### src/rtl/mips_pipe_pkg.sv
// Shared types for the MIPS pipeline stage registers.
package mips_pipe_pkg;

    typedef struct packed {
        logic regwrite;
        logic memtoreg;
    } wb_ctrl_t;

    typedef enum logic [1:0] {
        OCC_EMPTY,
        OCC_ONE,
        OCC_FULL
    } occ_e;

    localparam int REG_ZERO = 0;

endpackage

### src/rtl/pipe_payload_reg.sv
// Enable-loaded payload register that clears on reset.
module pipe_payload_reg #(
    parameter int W = 8
) (
    input  logic         clk,
    input  logic         reset,
    input  logic         load,
    input  logic [W-1:0] d,
    output logic [W-1:0] q
);

    always_ff @(posedge clk or posedge reset) begin
        if (reset) begin
            q <= '0;
        end else if (load) begin
            q <= d;
        end
    end

endmodule

### src/rtl/mem_wb_stage_reg.sv
// MEM->WB pipeline register: a head entry plus one skid entry, with flush and writeback mux.
//
//  state     | meaning
//  OCC_EMPTY | no entry held, out_valid low
//  OCC_ONE   | head holds the beat presented to WB
//  OCC_FULL  | head presented, skid holds the next beat, in_ready low
module mem_wb_stage_reg
    import mips_pipe_pkg::*;
#(
    parameter int DATA_W   = 32,
    parameter int REG_AW   = 5,
    parameter bit ZERO_REG = 1'b1
) (
    input  logic              clk,
    input  logic              reset,
    input  logic              flush,
    input  logic              in_valid,
    output logic              in_ready,
    input  logic [DATA_W-1:0] aluresult_i,
    input  logic [DATA_W-1:0] readdata_i,
    input  logic [REG_AW-1:0] writereg_i,
    input  logic              regwrite_i,
    input  logic              memtoreg_i,
    output logic              out_valid,
    input  logic              out_ready,
    output logic [DATA_W-1:0] aluresult_o,
    output logic [DATA_W-1:0] readdata_o,
    output logic [REG_AW-1:0] writereg_o,
    output logic              regwrite_o,
    output logic [DATA_W-1:0] wb_data_o
);

    typedef struct packed {
        logic [DATA_W-1:0] aluresult;
        logic [DATA_W-1:0] readdata;
        logic [REG_AW-1:0] writereg;
        wb_ctrl_t          ctrl;
    } payload_t;

    localparam int PAY_W = $bits(payload_t);

    occ_e     occ_q;
    occ_e     occ_d;
    payload_t in_pay;
    payload_t head_d;
    payload_t head_q;
    payload_t skid_q;
    logic     load_head;
    logic     load_skid;
    logic     accept;
    logic     deliver;

    assign in_pay  = {aluresult_i, readdata_i, writereg_i, regwrite_i, memtoreg_i};
    assign accept  = in_valid & in_ready;
    assign deliver = out_valid & out_ready;

    always_ff @(posedge clk or posedge reset) begin
        if (reset) begin
            occ_q <= OCC_EMPTY;
        end else begin
            occ_q <= occ_d;
        end
    end

    // Flush only drops the valids; stale payload stays in the registers unused.
    always_comb begin
        occ_d     = occ_q;
        load_head = 1'b0;
        load_skid = 1'b0;
        head_d    = in_pay;
        if (flush) begin
            occ_d = OCC_EMPTY;
        end else begin
            case (occ_q)
                OCC_EMPTY: begin
                    if (accept) begin
                        occ_d     = OCC_ONE;
                        load_head = 1'b1;
                    end
                end
                OCC_ONE: begin
                    if (accept && deliver) begin
                        load_head = 1'b1;
                    end else if (accept) begin
                        occ_d     = OCC_FULL;
                        load_skid = 1'b1;
                    end else if (deliver) begin
                        occ_d = OCC_EMPTY;
                    end
                end
                OCC_FULL: begin
                    if (deliver) begin
                        occ_d     = OCC_ONE;
                        load_head = 1'b1;
                        head_d    = skid_q;
                    end
                end
                default: occ_d = OCC_EMPTY;
            endcase
        end
    end

    // Outputs depend on registered state only, so in_ready has no path from out_ready.
    always_comb begin
        out_valid   = (occ_q != OCC_EMPTY);
        in_ready    = (occ_q != OCC_FULL);
        aluresult_o = head_q.aluresult;
        readdata_o  = head_q.readdata;
        writereg_o  = head_q.writereg;
        regwrite_o  = 1'b0;
        wb_data_o   = '0;
        if (occ_q != OCC_EMPTY) begin
            regwrite_o = head_q.ctrl.regwrite &
                         !(ZERO_REG && (head_q.writereg == REG_AW'(REG_ZERO)));
            wb_data_o  = head_q.ctrl.memtoreg ? head_q.readdata : head_q.aluresult;
        end
    end

    pipe_payload_reg #(.W(PAY_W)) u_head (
        .clk   (clk),
        .reset (reset),
        .load  (load_head),
        .d     (head_d),
        .q     (head_q)
    );

    pipe_payload_reg #(.W(PAY_W)) u_skid (
        .clk   (clk),
        .reset (reset),
        .load  (load_skid),
        .d     (in_pay),
        .q     (skid_q)
    );

endmodule

### config.mk
export PLATFORM = sky130hd
export DESIGN_NAME = mem_wb_stage_reg
export DESIGN_NICKNAME = d
export VERILOG_FILES = /design/src/rtl/mips_pipe_pkg.sv /design/src/rtl/pipe_payload_reg.sv /design/src/rtl/mem_wb_stage_reg.sv
export SDC_FILE = /design/constraint.sdc
export NUM_CORES = 1
export LEC_CHECK = 0
export ABC_AREA = 0
export CORE_ASPECT_RATIO = 0.5
export CORE_MARGIN = 2
export CORE_UTILIZATION = 30
export DETAILED_ROUTE_END_ITERATION = 10
export DONT_BUFFER_PORTS = 1
export GPL_TIMING_DRIVEN = 0
export SKIP_CTS_REPAIR_TIMING = 1
export SLEW_MARGIN = 20
export SYNTH_ARGS = -nofsm -noshare
export SYNTH_HDL_FRONTEND = slang
export SYNTH_SLANG_ARGS = --single-unit
### constraint.sdc
create_clock -name clk -period 5.15 [get_ports clk]
set_clock_uncertainty 0.05 [all_clocks]
set_input_delay 0.7725 -clock clk [delete_from_list [all_inputs] [get_ports clk]]
set_output_delay 0.7725 -clock clk [all_outputs]
set_load 0.05 [all_outputs]
==> flow_summary.json <==
{
  "status": "complete, no violations",
  "syn_nets": 615,
  "hp-class": "in -> async",
  "tightestPinTransition_ps": 950,
  "async_flop_share_pct": 100,
  "dieHeight_um": 114,
  "cts-root-buf": "clkbuf_16",
  "nets": 635,
  "synth_cell_types": 24,
  "route.detailed.drc": 0,
  "synth_area_leader_cell": "dfrtp_1",
  "io_pins": 180,
  "worstPathMaxFanout": 10,
  "io_buffer_count": 0,
  "grt_pass1_vias": 4265,
  "relSlewSlack_pct": 36.4,
  "avgRoutedWirePerCell_um": 19.0,
  "netlist_area_um2": 7310,
  "drt.antenna.violating_nets": 0,
  "yosys-top-cells-area": "dfrtp_1 (49%), mux2_2 (20%), mux2_1 (11%)",
  "clk_latency_ps": 420,
  "slew_viol_final": 0,
  "synth.avg_cell_area_um2": 13.6,
  "grt_pass1_wl_um": 25600,
  "cts_made_buffers": 17,
  "netlist_top_cells_count": "dfrtp_1 (144), mux2_2 (133), mux2_1 (70)",
  "cts_tree": "built",
  "place_inst": 855,
  "first_pass_iters": 4,
  "dp_hpwl_um": 12100,
  "worstPathRequired_ps": 4330,
  "grt_max_degree": 100,
  "numClockSinks": 144,
  "critical_path_class": "reg -> out",
  "synth_top_cell_area_share_pct": 49.3,
  "grtUsageTotal_pct": 13.5,
  "ir_drop_mv": 0.226,
  "cts_htree_levels": 4,
  "antennaDiodeCount": 0,
  "totalWireLength_um": 16800,
  "end_kind": "output pin",
  "drt_iter0_drc": 190,
  "dieWidth_um": 225,
  "gr-total-overflow": 0,
  "gp_congestion": 0.771,
  "vias": 4039,
  "antenna_found_initial": 0,
  "fin_crit_sh_pct": 64.4,
  "synth-main-ff-cell": "dfrtp_1",
  "viasPerCell": 4.56,
  "yosysMostFrequentCell": "dfrtp_1",
  "arrival_ps": 2490,
  "ys_seq_area_share_pct": 49.3,
  "area.growth.synth_to_final_pct": 14.7,
  "clock_path_buffers": 2,
  "setup-violations-final": 0,
  "whs_ps": 140,
  "ys_seq_elements": 144,
  "yosys_warnings": 0,
  "synth_edf_count": 0,
  "power_density_nw_per_um2": 496,
  "min_period_ps": 3320,
  "max-cap-violations": 0,
  "p_leak_uw": 0.00370,
  "cp-start-kind": "flip-flop",
  "coreArea_um2": 24000,
  "die-area_um2": 25700,
  "initial_core_util_pct": 30.5,
  "path_clk_slew_ps": 60,
  "rows": 40,
  "rsz0062_at_grt": "false",
  "post_layout_nonfiller_instances": 886,
  "netlist_instances": 539,
  "max_freq_ghz": 0.302,
  "drive_gt1_share_pct": 47.6,
  "finalHoldViolations": 0
}
==> state kept, by name (all words and copies together), names as in the netlist <==
| signal | count |
|---|---|
| u_skid.q | 71 |
| occ_q | 2 |
| u_head.q | 71 |
==> worst max-delay path: stages (launching register included) <==
cell and delay (ps):
dfrtp_1 330, clkbuf_1 380, buf_2 490, mux2i_1 170, nor2_1 700
==> report_power, final <==
group          total (µW)  internal (µW)  switching [µW]
clock                1360            882             477
sequential           1580           1400             173
combinational        1220            441             782
total                4160           2730            1430
==> logic make-up (layout without fill, tap and decap cells) <==
group	after synthesis	count (layout)	share of synthesized area [%]
mux	246	246	37.8
buf+inv	101	133	9.84
compound gates	5	5	0.496
flops	144	144	49.3
simple gates	43	43	2.55
==> cell type report <==
type / count / area, µm²
clock inverter: 10 / 184
inverter: 3 / 18.8
tap: 315 / 394
clock buffer: 21 / 460
timing repair buffer: 1 / 27.5
multi-input combinational: 294 / 2990
fill: 2313 / 15600
sequential: 144 / 3600
buffer: 98 / 708
==> per-stage QoR <==
step	setup WS (ps)	TNS, ps	cell area (µm²)	utilization (%)	total power, µW
after detailed placement	2270	0	7740	32.3	2830
after floorplan	461	0	7310	-	2670
after CTS	1770	0	8390	35.0	4210
after global placement	-1250	-178380	7710	32.1	2800
final	1830	0	8390	35.0	4160
after global routing	1680	0	8390	35.0	4350
==> layout by cell type (no fill, tap or decap), drive strengths merged <==
| master | instances |
|---|---|
| o311a | 1 |
| nand3 | 1 |
| or3 | 1 |
| clkbuf | 25 |
| nor3 | 1 |
| nor2b | 1 |
| dfrtp | 144 |
| bufinv | 5 |
| inv | 3 |
| and2b | 1 |
| clkinv | 3 |
| a21oi | 2 |
| mux2i | 33 |
| nor2 | 36 |
| nor3b | 1 |
| buf | 95 |
| mux2 | 213 |
| o21a | 1 |
| nand2b | 1 |
| o21ai | 1 |
| clkinvlp | 2 |
==> worst paths after layout <==
check	startpoint	endpoint	slack (ps)	depth (start not counted)
max in group asynchronous	reset	u_head.q[30]$_DFFE_PP0P_	4120	2
min	reset	u_skid.q[11]$_DFFE_PP0P_	140	1
min reg2reg	u_skid.q[16]$_DFFE_PP0P_	u_skid.q[16]$_DFFE_PP0P_	450	1
min in group clk	flush	occ_q[0]$_DFFE_PP0P_	370	1
max reg2reg	occ_q[0]$_DFFE_PP0P_	u_head.q[70]$_DFFE_PP0P_	2960	7
max	u_head.q[0]$_DFFE_PP0P_	wb_data_o[11]	1830	4
==> routing by layer <==
layer / up-vias / share of wire [%] / track usage, %
met3: 21 / 3.3 / 3.62
li1: 1862 / - / -
met2: 56 / 51 / 23.0
met5: - / 0 / 0
met1: 2100 / 43 / 16.3
met4: 0 / 2.2 / 5.65
Note: power is estimated with default switching activity, not from simulation.
